**config.mk**
```make
export PLATFORM = sky130hd
export DESIGN_NAME = el2_dec_trigger_csr_flat
export DESIGN_NICKNAME = d
export VERILOG_FILES = /design/src/rtl/el2_dec_trigger_csr_pkg.sv /design/src/rtl/el2_dec_trigger_csr_if.sv /design/src/rtl/el2_trigger_reg.sv /design/src/rtl/el2_dec_trigger_csr.sv /design/src/flat_wrapper.sv
export SDC_FILE = /design/constraint.sdc
export NUM_CORES = 1
export LEC_CHECK = 0
export ABC_CLOCK_PERIOD_IN_PS = 17080
export BUFFER_PORTS_ARGS = -buffer_cell sky130_fd_sc_hd__buf_2
export CAP_MARGIN = 20
export CORE_MARGIN = 2
export CORE_UTILIZATION = 50
export CTS_BUF_LIST = sky130_fd_sc_hd__clkbuf_2 sky130_fd_sc_hd__clkbuf_4 sky130_fd_sc_hd__clkbuf_8
export DETAILED_ROUTE_END_ITERATION = 10
export PLACE_DENSITY = 0.78
export RECOVER_POWER = 25
export SYNTH_ARGS = -nofsm -noshare
export SYNTH_HDL_FRONTEND = slang
export SYNTH_SLANG_ARGS = --single-unit
```
**constraint.sdc**
```tcl
create_clock -name clk -period 17.08 [get_ports clk]
set_input_delay 3.416 -clock clk [delete_from_list [all_inputs] [get_ports clk]]
set_output_delay 3.416 -clock clk [all_outputs]
set_load 0.02 [all_outputs]
```
**src/rtl/el2_dec_trigger_csr_pkg.sv**
```systemverilog
// Purpose: shared types and constants for the debug-trigger CSR block.
//   - CSR addresses for tselect/tdata1/tdata2
//   - mcontrol (tdata1) bit positions and read-only field values
//   - el2_trigger_pkt_t, the per-trigger packet sent to the matchers
//   - mcontrol_t, the writable tdata1 state of one trigger, and its read formatter
package el2_dec_trigger_csr_pkg;

  localparam int unsigned NUM_TRIG = 4;
  localparam int unsigned TSEL_W   = 2;
  localparam int unsigned XLEN     = 32;
  localparam int unsigned CSR_AW   = 12;

  localparam logic [CSR_AW-1:0] CSR_TSELECT = 12'h7A0;
  localparam logic [CSR_AW-1:0] CSR_TDATA1  = 12'h7A1;
  localparam logic [CSR_AW-1:0] CSR_TDATA2  = 12'h7A2;

  // mcontrol field positions
  localparam int unsigned MC_TYPE_LSB    = 28;
  localparam int unsigned MC_DMODE       = 27;
  localparam int unsigned MC_MASKMAX_LSB = 21;
  localparam int unsigned MC_HIT         = 20;
  localparam int unsigned MC_SELECT      = 19;
  localparam int unsigned MC_ACTION      = 12;
  localparam int unsigned MC_CHAIN       = 11;
  localparam int unsigned MC_MATCH       = 7;
  localparam int unsigned MC_M           = 6;
  localparam int unsigned MC_EXECUTE     = 2;
  localparam int unsigned MC_STORE       = 1;
  localparam int unsigned MC_LOAD        = 0;

  localparam logic [3:0] MC_TYPE_VAL    = 4'd2;
  localparam logic [5:0] MC_MASKMAX_VAL = 6'h1F;

  typedef struct packed {
    logic            select;
    logic            match;
    logic            store;
    logic            load;
    logic            execute;
    logic            m;
    logic [XLEN-1:0] tdata2;
  } el2_trigger_pkt_t;

  typedef struct packed {
    logic dmode;
    logic hit;
    logic select;
    logic action;
    logic chain;
    logic match;
    logic m;
    logic execute;
    logic store;
    logic load;
  } mcontrol_t;

  // Build the architectural tdata1 read value from stored state.
  function automatic logic [XLEN-1:0] mcontrol_rd(input mcontrol_t mc);
    logic [XLEN-1:0] rd;
    rd = '0;
    rd[MC_TYPE_LSB +: 4]    = MC_TYPE_VAL;
    rd[MC_DMODE]            = mc.dmode;
    rd[MC_MASKMAX_LSB +: 6] = MC_MASKMAX_VAL;
    rd[MC_HIT]              = mc.hit;
    rd[MC_SELECT]           = mc.select;
    rd[MC_ACTION]           = mc.action;
    rd[MC_CHAIN]            = mc.chain;
    rd[MC_MATCH]            = mc.match;
    rd[MC_M]                = mc.m;
    rd[MC_EXECUTE]          = mc.execute;
    rd[MC_STORE]            = mc.store;
    rd[MC_LOAD]             = mc.load;
    return rd;
  endfunction

endpackage

```
**src/rtl/el2_dec_trigger_csr_if.sv**
```systemverilog
// Purpose: CSR access bus between the TLU (master) and the trigger CSR block (slave).
//   csr_wr_en/addr/data : single-cycle write strobe with RMW-resolved data
//   csr_rd_addr         : read address
//   csr_rd_data/hit     : combinational read return and address-hit flag
interface el2_dec_trigger_csr_if
  import el2_dec_trigger_csr_pkg::*;
();

  logic              csr_wr_en;
  logic [CSR_AW-1:0] csr_wr_addr;
  logic [XLEN-1:0]   csr_wr_data;
  logic [CSR_AW-1:0] csr_rd_addr;
  logic [XLEN-1:0]   csr_rd_data;
  logic              csr_rd_hit;

  modport master (
    output csr_wr_en, csr_wr_addr, csr_wr_data, csr_rd_addr,
    input  csr_rd_data, csr_rd_hit
  );

  modport slave (
    input  csr_wr_en, csr_wr_addr, csr_wr_data, csr_rd_addr,
    output csr_rd_data, csr_rd_hit
  );

endinterface

```
**src/rtl/el2_trigger_reg.sv**
```systemverilog
// Purpose: one debug trigger's tdata1 (mcontrol) and tdata2 state.
//   clk, rst        : clock, async active-high reset
//   dbg_mode        : core in debug mode (unlocks dmode triggers and dmode writes)
//   wr_tdata1/2     : write strobes already qualified by address and tselect
//   wr_data         : CSR write data
//   chain_wr_ok     : this trigger owns a chain bit (lower member of a pair)
//   next_dmode      : dmode of the partner trigger above this one
//   fire            : this trigger fired this cycle (sets hit)
//   mc, tdata2      : stored state
module el2_trigger_reg
  import el2_dec_trigger_csr_pkg::*;
(
  input  logic            clk,
  input  logic            rst,
  input  logic            dbg_mode,
  input  logic            wr_tdata1,
  input  logic            wr_tdata2,
  input  logic [XLEN-1:0] wr_data,
  input  logic            chain_wr_ok,
  input  logic            next_dmode,
  input  logic            fire,
  output mcontrol_t       mc,
  output logic [XLEN-1:0] tdata2
);

  mcontrol_t       mc_d, mc_q;
  logic [XLEN-1:0] tdata2_d, tdata2_q;
  logic            wr_ok;
  logic            chain_lock;

  // Write qualification, WARL field rules and hit set
  always_comb begin
    mc_d       = mc_q;
    tdata2_d   = tdata2_q;
    // A dmode trigger is owned by the debugger; machine mode cannot touch it.
    wr_ok      = ~(mc_q.dmode & ~dbg_mode);
    // Chaining into a debugger-owned partner would let M-mode alter its behaviour.
    chain_lock = wr_data[MC_CHAIN] & next_dmode & ~dbg_mode;

    if (fire) mc_d.hit = 1'b1;

    if (wr_tdata1 && wr_ok) begin
      mc_d.dmode   = dbg_mode & wr_data[MC_DMODE];
      mc_d.hit     = wr_data[MC_HIT];
      mc_d.select  = wr_data[MC_SELECT];
      mc_d.action  = wr_data[MC_ACTION] & mc_d.dmode;
      mc_d.chain   = chain_wr_ok & (chain_lock ? mc_q.chain : wr_data[MC_CHAIN]);
      mc_d.match   = wr_data[MC_MATCH];
      mc_d.m       = wr_data[MC_M];
      mc_d.execute = wr_data[MC_EXECUTE];
      mc_d.store   = wr_data[MC_STORE];
      mc_d.load    = wr_data[MC_LOAD];
    end

    if (wr_tdata2 && wr_ok) tdata2_d = wr_data;
  end

  always_ff @(posedge clk or posedge rst) begin
    if (rst) begin
      mc_q     <= '0;
      tdata2_q <= '0;
    end else begin
      mc_q     <= mc_d;
      tdata2_q <= tdata2_d;
    end
  end

  assign mc     = mc_q;
  assign tdata2 = tdata2_q;

endmodule

```
**src/rtl/el2_dec_trigger_csr.sv**
```systemverilog
// Purpose: debug trigger CSRs (tselect/tdata1/tdata2), trigger packets to the
// matchers, and commit-time fire resolution with chaining.
//   clk, rst        : clock, async active-high reset
//   csr             : CSR read/write bus (slave side)
//   dbg_mode        : core in debug mode; suppresses firing
//   trig_match_r    : raw per-trigger matches at commit
//   trig_valid_r    : commit-stage instruction valid
//   trigger_pkt_any : per-trigger match configuration, decoded from registers
//   trig_fire_r     : registered chain-resolved fire vector
//   trig_enter_dbg  : registered, some fired trigger requests debug entry
//   trig_ebreak     : registered, some fired trigger requests a breakpoint
module el2_dec_trigger_csr
  import el2_dec_trigger_csr_pkg::*;
(
  input  logic                            clk,
  input  logic                            rst,
  el2_dec_trigger_csr_if.slave            csr,
  input  logic                            dbg_mode,
  input  logic [NUM_TRIG-1:0]             trig_match_r,
  input  logic                            trig_valid_r,
  output el2_trigger_pkt_t [NUM_TRIG-1:0] trigger_pkt_any,
  output logic [NUM_TRIG-1:0]             trig_fire_r,
  output logic                            trig_enter_dbg,
  output logic                            trig_ebreak
);

  // Lower member of each pair (0 and 2) carries the chain bit.
  localparam logic [NUM_TRIG-1:0] CHAIN_WR_OK = 4'b0101;

  logic [TSEL_W-1:0]   tsel_d, tsel_q;
  logic [NUM_TRIG-1:0] fire_d, fire_q;
  logic                enter_dbg_d, enter_dbg_q;
  logic                ebreak_d, ebreak_q;

  mcontrol_t [NUM_TRIG-1:0] mc;
  logic [XLEN-1:0]          tdata2 [NUM_TRIG];
  logic [NUM_TRIG-1:0]      wr_t1, wr_t2;
  logic [NUM_TRIG-1:0]      next_dmode;
  logic [NUM_TRIG-1:0]      action;
  logic [NUM_TRIG-1:0]      m;
  logic [NUM_TRIG-1:0]      fire;

  // Write decode; tdata1/tdata2 writes target the selected trigger only
  always_comb begin
    tsel_d = tsel_q;
    wr_t1  = '0;
    wr_t2  = '0;
    if (csr.csr_wr_en && csr.csr_wr_addr == CSR_TSELECT) tsel_d = csr.csr_wr_data[TSEL_W-1:0];
    for (int i = 0; i < NUM_TRIG; i++) begin
      wr_t1[i] = csr.csr_wr_en && (csr.csr_wr_addr == CSR_TDATA1) && (tsel_q == TSEL_W'(i));
      wr_t2[i] = csr.csr_wr_en && (csr.csr_wr_addr == CSR_TDATA2) && (tsel_q == TSEL_W'(i));
    end
  end

  // Partner dmode used to lock chain writes on the lower pair member
  always_comb begin
    next_dmode    = '0;
    next_dmode[0] = mc[1].dmode;
    next_dmode[2] = mc[3].dmode;
  end

  for (genvar i = 0; i < NUM_TRIG; i++) begin : g_trig
    el2_trigger_reg u_trig (
      .clk         (clk),
      .rst         (rst),
      .dbg_mode    (dbg_mode),
      .wr_tdata1   (wr_t1[i]),
      .wr_tdata2   (wr_t2[i]),
      .wr_data     (csr.csr_wr_data),
      .chain_wr_ok (CHAIN_WR_OK[i]),
      .next_dmode  (next_dmode[i]),
      .fire        (fire[i]),
      .mc          (mc[i]),
      .tdata2      (tdata2[i])
    );
  end

  // Chain resolution: a chained pair fires only when both members match
  always_comb begin
    m       = trig_match_r & {NUM_TRIG{trig_valid_r & ~dbg_mode}};
    fire[0] = m[0] & (~mc[0].chain | m[1]);
    fire[1] = m[1] & (~mc[0].chain | m[0]);
    fire[2] = m[2] & (~mc[2].chain | m[3]);
    fire[3] = m[3] & (~mc[2].chain | m[2]);
    for (int i = 0; i < NUM_TRIG; i++) action[i] = mc[i].action;
    fire_d      = fire;
    enter_dbg_d = |(fire & action);
    ebreak_d    = |(fire & ~action);
  end

  always_ff @(posedge clk or posedge rst) begin
    if (rst) begin
      tsel_q      <= '0;
      fire_q      <= '0;
      enter_dbg_q <= 1'b0;
      ebreak_q    <= 1'b0;
    end else begin
      tsel_q      <= tsel_d;
      fire_q      <= fire_d;
      enter_dbg_q <= enter_dbg_d;
      ebreak_q    <= ebreak_d;
    end
  end

  assign trig_fire_r    = fire_q;
  assign trig_enter_dbg = enter_dbg_q;
  assign trig_ebreak    = ebreak_q;

  // Packets are a direct view of register state
  always_comb begin
    for (int i = 0; i < NUM_TRIG; i++) begin
      trigger_pkt_any[i].select  = mc[i].select;
      trigger_pkt_any[i].match   = mc[i].match;
      trigger_pkt_any[i].store   = mc[i].store;
      trigger_pkt_any[i].load    = mc[i].load;
      trigger_pkt_any[i].execute = mc[i].execute;
      trigger_pkt_any[i].m       = mc[i].m;
      trigger_pkt_any[i].tdata2  = tdata2[i];
    end
  end

  // Combinational read mux
  always_comb begin
    csr.csr_rd_data = '0;
    csr.csr_rd_hit  = 1'b0;
    unique case (csr.csr_rd_addr)
      CSR_TSELECT: begin
        csr.csr_rd_data = XLEN'(tsel_q);
        csr.csr_rd_hit  = 1'b1;
      end
      CSR_TDATA1: begin
        csr.csr_rd_data = mcontrol_rd(mc[tsel_q]);
        csr.csr_rd_hit  = 1'b1;
      end
      CSR_TDATA2: begin
        csr.csr_rd_data = tdata2[tsel_q];
        csr.csr_rd_hit  = 1'b1;
      end
      default: ;
    endcase
  end

endmodule
```
**src/flat_wrapper.sv**
```systemverilog
// flat-port wrapper written by rule: the top's interface ports become plain ports
module el2_dec_trigger_csr_flat import el2_dec_trigger_csr_pkg::*;
  (clk, rst, dbg_mode, trig_match_r, trig_valid_r, trigger_pkt_any, trig_fire_r, trig_enter_dbg, trig_ebreak, csr_csr_wr_en, csr_csr_wr_addr, csr_csr_wr_data, csr_csr_rd_addr, csr_csr_rd_data, csr_csr_rd_hit);
  el2_dec_trigger_csr_if csr_i ();
  input  logic clk;
  input  logic rst;
  input  logic dbg_mode;
  input  logic [NUM_TRIG-1:0] trig_match_r;
  input  logic trig_valid_r;
  output el2_trigger_pkt_t [NUM_TRIG-1:0] trigger_pkt_any;
  output logic [NUM_TRIG-1:0] trig_fire_r;
  output logic trig_enter_dbg;
  output logic trig_ebreak;
  input wire logic [$bits(csr_i.csr_wr_en)-1:0] csr_csr_wr_en;
  input wire logic [$bits(csr_i.csr_wr_addr)-1:0] csr_csr_wr_addr;
  input wire logic [$bits(csr_i.csr_wr_data)-1:0] csr_csr_wr_data;
  input wire logic [$bits(csr_i.csr_rd_addr)-1:0] csr_csr_rd_addr;
  output wire logic [$bits(csr_i.csr_rd_data)-1:0] csr_csr_rd_data;
  output wire logic [$bits(csr_i.csr_rd_hit)-1:0] csr_csr_rd_hit;
  assign csr_i.csr_wr_en = csr_csr_wr_en;
  assign csr_i.csr_wr_addr = csr_csr_wr_addr;
  assign csr_i.csr_wr_data = csr_csr_wr_data;
  assign csr_i.csr_rd_addr = csr_csr_rd_addr;
  assign csr_csr_rd_data = csr_i.csr_rd_data;
  assign csr_csr_rd_hit = csr_i.csr_rd_hit;
  el2_dec_trigger_csr u_core (.clk(clk), .rst(rst), .csr(csr_i), .dbg_mode(dbg_mode), .trig_match_r(trig_match_r), .trig_valid_r(trig_valid_r), .trigger_pkt_any(trigger_pkt_any), .trig_fire_r(trig_fire_r), .trig_enter_dbg(trig_enter_dbg), .trig_ebreak(trig_ebreak));
endmodule
```
==> results of run 1 <==
==> power breakdown <==
group | switching (uW) | leakage [uW] | total [uW] | internal, uW
clock | 153 | 0.000226 | 325 | 173
combinational | 19.6 | 0.00286 | 28.8 | 9.18
sequential | 0.933 | 0.00240 | 414 | 413
==> metrics by stage <==
stage          power (uW)  area, sq um  setup slack, ns  utilization
5_1_grt               796        10200             8.08        0.615
6_report              768        10200             8.30        0.615
4_1_cts               775        10300             8.30        0.617
2_1_floorplan         434         8540             8.59            -
3_3_place_gp          451         9810             8.35        0.589
3_5_place_dp          452         9810             8.31        0.589
==> flip-flops by register name, indices dropped and copies added (netlist names) <==
name	cells
u_core.g_trig.u_trig.mc	38
u_core.trig_fire_r	4
u_core.trig_ebreak	1
u_core.g_trig.u_trig.tdata2	128
u_core.tsel_q	2
u_core.trig_enter_dbg	1
==> cells in the final DEF (no fill, tap or decap), types with 3 or more instances in the layout <==
cell / synthesis / final
mux2_1: 5 / 5
clkinv_4: 0 / 3
mux4_2: 38 / 38
buf_2: 12 / 235
mux2_2: 99 / 99
buf_4: 24 / 6
o22ai_1: 8 / 8
and3_1: 3 / 3
mux2i_1: 7 / 7
clkbuf_1: 11 / 20
clkbuf_8: 0 / 19
o21ai_0: 10 / 10
nor2_1: 9 / 8
nor3_1: 3 / 3
nand3b_1: 3 / 3
bufinv_16: 0 / 4
inv_1: 32 / 31
nand2b_1: 6 / 6
mux2_4: 60 / 60
a21oi_1: 6 / 6
nor4_4: 2 / 3
nor2b_1: 18 / 18
dfrtp_1: 174 / 172
==> worst min path at each step <==
stage / slack (ns) / cells after the start / end
after detailed placement: 0.50 / 1 / u_core.g_trig[1].u_trig.tdata2[29]
after CTS: 0.52 / 1 / u_core.g_trig[1].u_trig.tdata2[29]
after global routing: 0.55 / 1 / u_core.g_trig[2].u_trig.tdata2[10]
after floorplan: 0.49 / 1 / u_core.g_trig[1].u_trig.mc[9]
final: 0.52 / 1 / u_core.g_trig[1].u_trig.tdata2[29]
after global placement: 0.50 / 1 / u_core.g_trig[1].u_trig.tdata2[29]
==> worst max-delay path, delay by kind of cell <==
| kind | cells | cell delay, ns |
|---|---|---|
| simple gates | 3 | 1.36 |
| buf+inv | 2 | 0.29 |
| compound gates | 1 | 0.28 |
==> cells in the mapped netlist (all sizes together) <==
cell type | count | share of area
a311o | 1 | 0.0012
o21ai | 10 | 0.0059
o22ai | 8 | 0.0059
a2bb2oi | 2 | 0.0021
dfrtp | 174 | 0.51
nor2 | 10 | 0.0047
nor3b | 1 | 0.0022
or4b | 2 | 0.0023
inv | 32 | 0.014
a31oi | 2 | 0.0015
a222oi | 1 | 0.0012
and3 | 3 | 0.0022
nand3 | 3 | 0.0023
buf | 44 | 0.037
clkbuf | 11 | 0.0048
nand4b | 1 | 0.0010
nand3b | 4 | 0.0040
o221ai | 1 | 0.0010
o32ai | 1 | 0.0010
nand4 | 1 | 0.00073
and4b | 2 | 0.0023
a22oi | 1 | 0.00088
o2111ai | 2 | 0.0021
and2 | 1 | 0.00073
nand2 | 3 | 0.0016
nor3 | 3 | 0.0018
or4 | 1 | 0.00088
mux4 | 38 | 0.10
and4bb | 1 | 0.0015
nand2b | 6 | 0.0044
mux2 | 164 | 0.24
nor2b | 18 | 0.013
o311a | 1 | 0.0012
nor4b | 1 | 0.0010
nor4 | 4 | 0.0072
a21oi | 6 | 0.0035
or3b | 2 | 0.0021
mux2i | 7 | 0.0082
==> layout make-up <==
cell class,count,area share
sequential,174,0.426
inverter,32,0.0119
timing repair buffer,261,0.127
antenna,2,0.000489
multi-input combinational,312,0.363
clock buffer,21,0.0270
tap,220,0.0269
clock inverter,11,0.0177
==> metal layers <==
layer  part of all wire  track usage  vias to the layer above
met1               0.43        0.324                     2975
met2               0.50        0.388                      203
met3              0.049       0.0514                       23
li1                   -            -                     2528
met5                  0            0                        -
met4              0.016       0.0830                        0
==> logic make-up after synthesis <==
kind of cell / synth area share
buffers and inverters: 0.0558
flip-flops: 0.510
AND/OR/NAND/NOR: 0.0561
AO/OA/AOI/OAI: 0.0273
multiplexers: 0.351
==> impl_results.md, run 1 <==
* Register area at 4360 sq um
* Crit. End Element: output pin
* TritonCTS Sinks at 174
* Worst slew margin at -2.15
* Critical Path Slowest Stage Cell: or3b_2
* Detail Route Antenna Nets at 0
* Die W at 135 um
* Hold WS at 0.522 ns
* Detail-routed via count per cell at 5.55
* Cell area power density at 75.0 nW/um^2
* Maxcap violations at 1
* CP dominant cell by count: buf_2
* Path depth of the worst reg2reg path at 5
* Overflow after GRT at 0
* Num CTS Buffers at 17
* Syn_area_per_cell at 14.9 sq um
* Port buffer count at 255
* # resized after CTS at 0
* Post-CTS Setup Inserts at 0
* Post-Syn Instances at 573
* Final Critical Period at 8.78 ns
* Final Cycle Share at 0.514
* Cells along the critical path: buf_2 > nor4b_1 > nand4b_1 > or3b_2 > o22ai_1 > buf_2
* Distinct cells, synth at 49
* Clock root buffer: clkbuf_8
* Hold-fix buffers, CTS at 0
* Filler cell count at 1285
* Worst Max-Slew Pin Slew at 4.70 ns
* Post-synthesis sequential area ratio at 0.510
* Critical path endpoint: csr_csr_rd_data[20]
* Area growth syn-to-layout at 19.8%
* Nets@finish at 863
* Failing checks: capacitance limit, slew limit
* Outcome: finished with violations
* Tot GR Track Use at 0.240
* Max Slew Vio Count at 109
* RSZ-0062 raised after global routing: false
* Worst hold path type: reg -> reg
* Largest net degree at the start of global routing at 109
* CTS Buffer Depth at 2
* Drt pass-1 iters at 4
* CP Launch Type: input port
* Core Box Area at 16600 sq um
* CTS tree: done
* Post-route insts no fill at 1033
* DR iter-0 viols at 243
* Worst setup path startpoint: csr_csr_rd_addr[3]
* Global-route wire length before repair at 33300 um
* Starting density of the core at 0.513
* Syn Std Cell Area at 8540 sq um
* Multi-input gate area at 3720 sq um
* Critical Path AT at 5.37 ns
* Die height at 135 um
* Num rows at 47
* Vias in the first global route at 5904
* Critical Path Max Stage Delay at 0.84 ns
* Hold wc startpoint: u_core.g_trig[1].u_trig.tdata2[29]
* Max Fanout on Critical Path at 30
* Wire length per cell at 20.5 um
* VDD IR max at 0.0000556 V
* Via count at 5729
* Final Setup Violations at 0
* Final WL at 21200 um
* Reg clk slew, reported paths at 0.09 ns
* Layout cells sized above 1 at 0.599
* I/O Pins at 256
* Die ar. at 18100 sq um
* Initial antenna violation count at 2
* Synth warn at 0
* Synthesized Nets at 638
* # DRC at 0
* FMAX at 114 MHz
* Leakage at 0.00549 uW
* Fin. Hold Viols at 0
* Reg2reg end: u_core.g_trig[2].u_trig.tdata2[4]
* Placed Cells at 999
* Worst EP required at 13.66 ns
* Routability cong. at 0.814
* FF+latch count, synth at 174
* R2r setup slk at 13.67 ns
* RR Startpoint: u_core.tsel_q[1]
* Sum Neg Setup Slack at 0 ns
* Critical path class: in -> out
* HPWL after DPL at 14200 um
* Worst Clk Skew at 0.0139 ns
* H-tree Lvls at 4
* Worst skew pair latency at 0.46 ns
Note: power is estimated with default switching activity, not from simulation.
==> run 2: changes to the inputs <==
--- a/config.mk
+++ b/config.mk
@@ -5,7 +5,7 @@
 export SDC_FILE = /design/constraint.sdc
 export NUM_CORES = 1
 export LEC_CHECK = 0
-export ABC_CLOCK_PERIOD_IN_PS = 17080
+export ABC_CLOCK_PERIOD_IN_PS = 9000
 export BUFFER_PORTS_ARGS = -buffer_cell sky130_fd_sc_hd__buf_2
 export CAP_MARGIN = 20
 export CORE_MARGIN = 2
==> constraint.sdc (replaced) <==
create_clock -name clk -period 9 [get_ports clk]
set_input_delay 1.8 -clock clk [delete_from_list [all_inputs] [get_ports clk]]
set_output_delay 1.8 -clock clk [all_outputs]
set_load 0.02 [all_outputs]
==> impl_results.md, run 2 (synthesis results as in run 1) <==
* Part of the power in combinational logic at 0.038 (about the same)
* Worst skew pair latency at 0.45 ns (about the same)
* Outcome: finished with violations
* Num CTS Buffers at 17 (unchanged)
* Detail Route Antenna Nets at 0 (unchanged)
* Most frequent cells in the layout: 235 x buf_2, 172 x dfrtp_1, 99 x mux2_2
* Max Fanout on Critical Path at 30 (unchanged)
* Die height at 135 um (unchanged)
* Crit. End Element: output pin
* Post-CTS Setup Inserts at 0 (unchanged)
* Die W at 135 um (unchanged)
* # resized after CTS at 0 (unchanged)
* Fin. Hold Viols at 0 (unchanged)
* Via count at 5685 (-0.77%)
* Max Slew Vio Count at 109 (unchanged)
* Area growth syn-to-layout at 19.5%
* Failing checks: capacitance limit, slew limit
* H-tree Lvls at 4 (unchanged)
* RSZ-0062 raised after global routing: false
* Layout cells sized above 1 at 0.599 (unchanged)
* Routability cong. at 0.814 (about the same)
* Global-route wire length before repair at 32500 um (-2.5%)
* CTS tree: done
* Fin area at 10200 sq um (-0.22%)
* Clk pwr share at 0.413 (-0.011)
* Worst hold path type: reg -> reg
* Worst EP required at 7.20 ns (-6.46 ns)
* CP dominant cell by count: buf_2
* Tot GR Track Use at 0.235 (-0.00480)
* Worst path depth at 6 (unchanged)
* TritonCTS Sinks at 174 (unchanged)
* Reg clk slew, reported paths at 0.09 ns (about the same)
* VDD IR max at 0.0000743 V (+34%)
* Leakage at 0.00548 uW (-0.30%)
* Vias in the first global route at 5790 (-1.9%)
* Sum Neg Setup Slack at 0 ns (unchanged)
* I/O Pins at 256 (unchanged)
* Final Critical Period at 5.55 ns
* Wire length per cell at 20.2 um (-1.3%)
* Port buffer count at 255 (unchanged)
* Final Cycle Share at 0.616
* CTS Buffer Depth at 2 (unchanged)
* Hold-fix buffers, CTS at 0 (unchanged)
* Sw Pwr at 325 uW (+87%)
* Critical Path Max Stage Delay at 0.85 ns (about the same)
* CP Launch Type: input port
* Overflow after GRT at 0 (unchanged)
* Hold path depth at 1 (unchanged)
* Initial antenna violation count at 1 (-1)
* Drt pass-1 iters at 4 (unchanged)
* Critical Path AT at 3.75 ns (-1.62 ns)
* Starting density of the core at 0.513 (unchanged)
* Detail-routed via count per cell at 5.51 (-0.67%)
* Int Pwr at 1100 uW (+86%)
* Cells along the critical path: buf_2 > nor4b_1 > nand4b_1 > or3b_2 > o22ai_1 > buf_2
* Worst Clk Skew at 0.0124 ns (-0.00141 ns)
* Placed inst area at 9810 sq um (unchanged)
* FMAX at 180 MHz
* Path depth of the worst reg2reg path at 5 (unchanged)
* Largest net degree at the start of global routing at 109 (unchanged)
* Cell area power density at 140 nW/um^2 (+86%)
* Sw frac at 0.227 (+0.00154)
* Worst Max-Slew Pin Slew at 4.69 ns (-0.00641 ns)
* Clock root buffer: clkbuf_8
* Critical Path Slowest Stage Cell: or3b_2
* Final Setup Violations at 0 (unchanged)
* Max reg flops at 128 (unchanged)
* Core Box Area at 16600 sq um (unchanged)
* Final core occ at 0.613 (-0.00135)
* Die ar. at 18100 sq um (unchanged)
* Seq pwr share at 0.550 (+0.011)
* Maxcap violations at 1 (unchanged)
* Commonest non-fill, non-tap cell in the layout: buf_2
* Nets@finish at 863 (unchanged)
* Num rows at 47 (unchanged)
* DR iter-0 viols at 216 (-11%)
* HPWL after DPL at 14000 um (-1.2%)
* Critical path class: in -> out
* # DRC at 0 (unchanged)
* Worst slew margin at -2.14 (+0.00430)
* Critical path buffer and inverter count at 2 (unchanged)
* Final WL at 20900 um (-1.4%)
* Critical path's top delay family: simple AND/OR/NAND/NOR gates
==> run 2: changes by cell type in the layout (fill, tap and decap cells not counted) <==
cell and change:
inv_8 -1, inv_6 +2, clkinvlp_4 +2, bufinv_16 -1
clkbuf_8 +1, diode_2 -1, clkbuf_4 -1, clkinv_4 -2
==> run 2: path summary, 6_finish.rpt <==
kind	startpoint	endpoint	slack, ns
min in group asynchronous	rst	u_core.g_trig[2].u_trig.tdata2[18]	2.78
max in group asynchronous	rst	u_core.tsel_q[0]	3.80
worst min-delay path	u_core.g_trig[1].u_trig.tdata2[29]	u_core.g_trig[1].u_trig.tdata2[29]	0.52
worst min register to register	u_core.g_trig[1].u_trig.tdata2[29]	u_core.g_trig[1].u_trig.tdata2[29]	0.52
worst max register to register	u_core.tsel_q[1]	u_core.g_trig[2].u_trig.tdata2[4]	5.56
worst max-delay path	csr_csr_rd_addr[3]	csr_csr_rd_data[27]	3.45
==> run 2: per-layer routing <==
layer	routed length, um	global-route usage
met1	8960	0.309
met2	10200	0.385
met3	1150	0.0469
met4	509	0.0965
met5	0	0
==> run 2: power by group through the flow <==
stage / Sequential [uW] / Combinational, uW / Clock (uW)
floorplan: 802 / 22.5 / 0
global placement: 800 / 55.6 / 0
detailed placement: 800 / 56.3 / 0
CTS: 785 / 56.5 / 605
global route: 786 / 61.0 / 636
finish: 785 / 54.2 / 589
==> run 2: cell type report <==
cell class	count	area (sq um)
Fill cell	1295	6430
Sequential cell	174	4360
Antenna cell	1	2.50
Clock inverter	11	155
Tap cell	220	275
Clock buffer	21	283
Multi-Input combinational cell	312	3720
Timing Repair Buffer	261	1300
Inverter	32	121
==> run 2: worst register-to-register path: stages (launching register included) <==
cell	delay (ns)
dfrtp_2	0.82
buf_4	0.50
o21ai_0	0.30
or4_2	0.94
buf_4	0.42
mux2_4	0.35
==> run 2: per-stage QoR <==
| stage | instances | hold WS (ns) | total power, uW | setup slack (ns) |
|---|---|---|---|---|
| final | 1032 | 0.522 | 1430 | 3.45 |
| after global routing | 1032 | 0.553 | 1480 | 3.02 |
| after CTS | 1031 | 0.521 | 1450 | 3.47 |
| after detailed placement | 999 | 0.500 | 857 | 3.48 |
| after global placement | 999 | 0.498 | 856 | 3.51 |
| after floorplan | 573 | 0.489 | 824 | 2.48 |
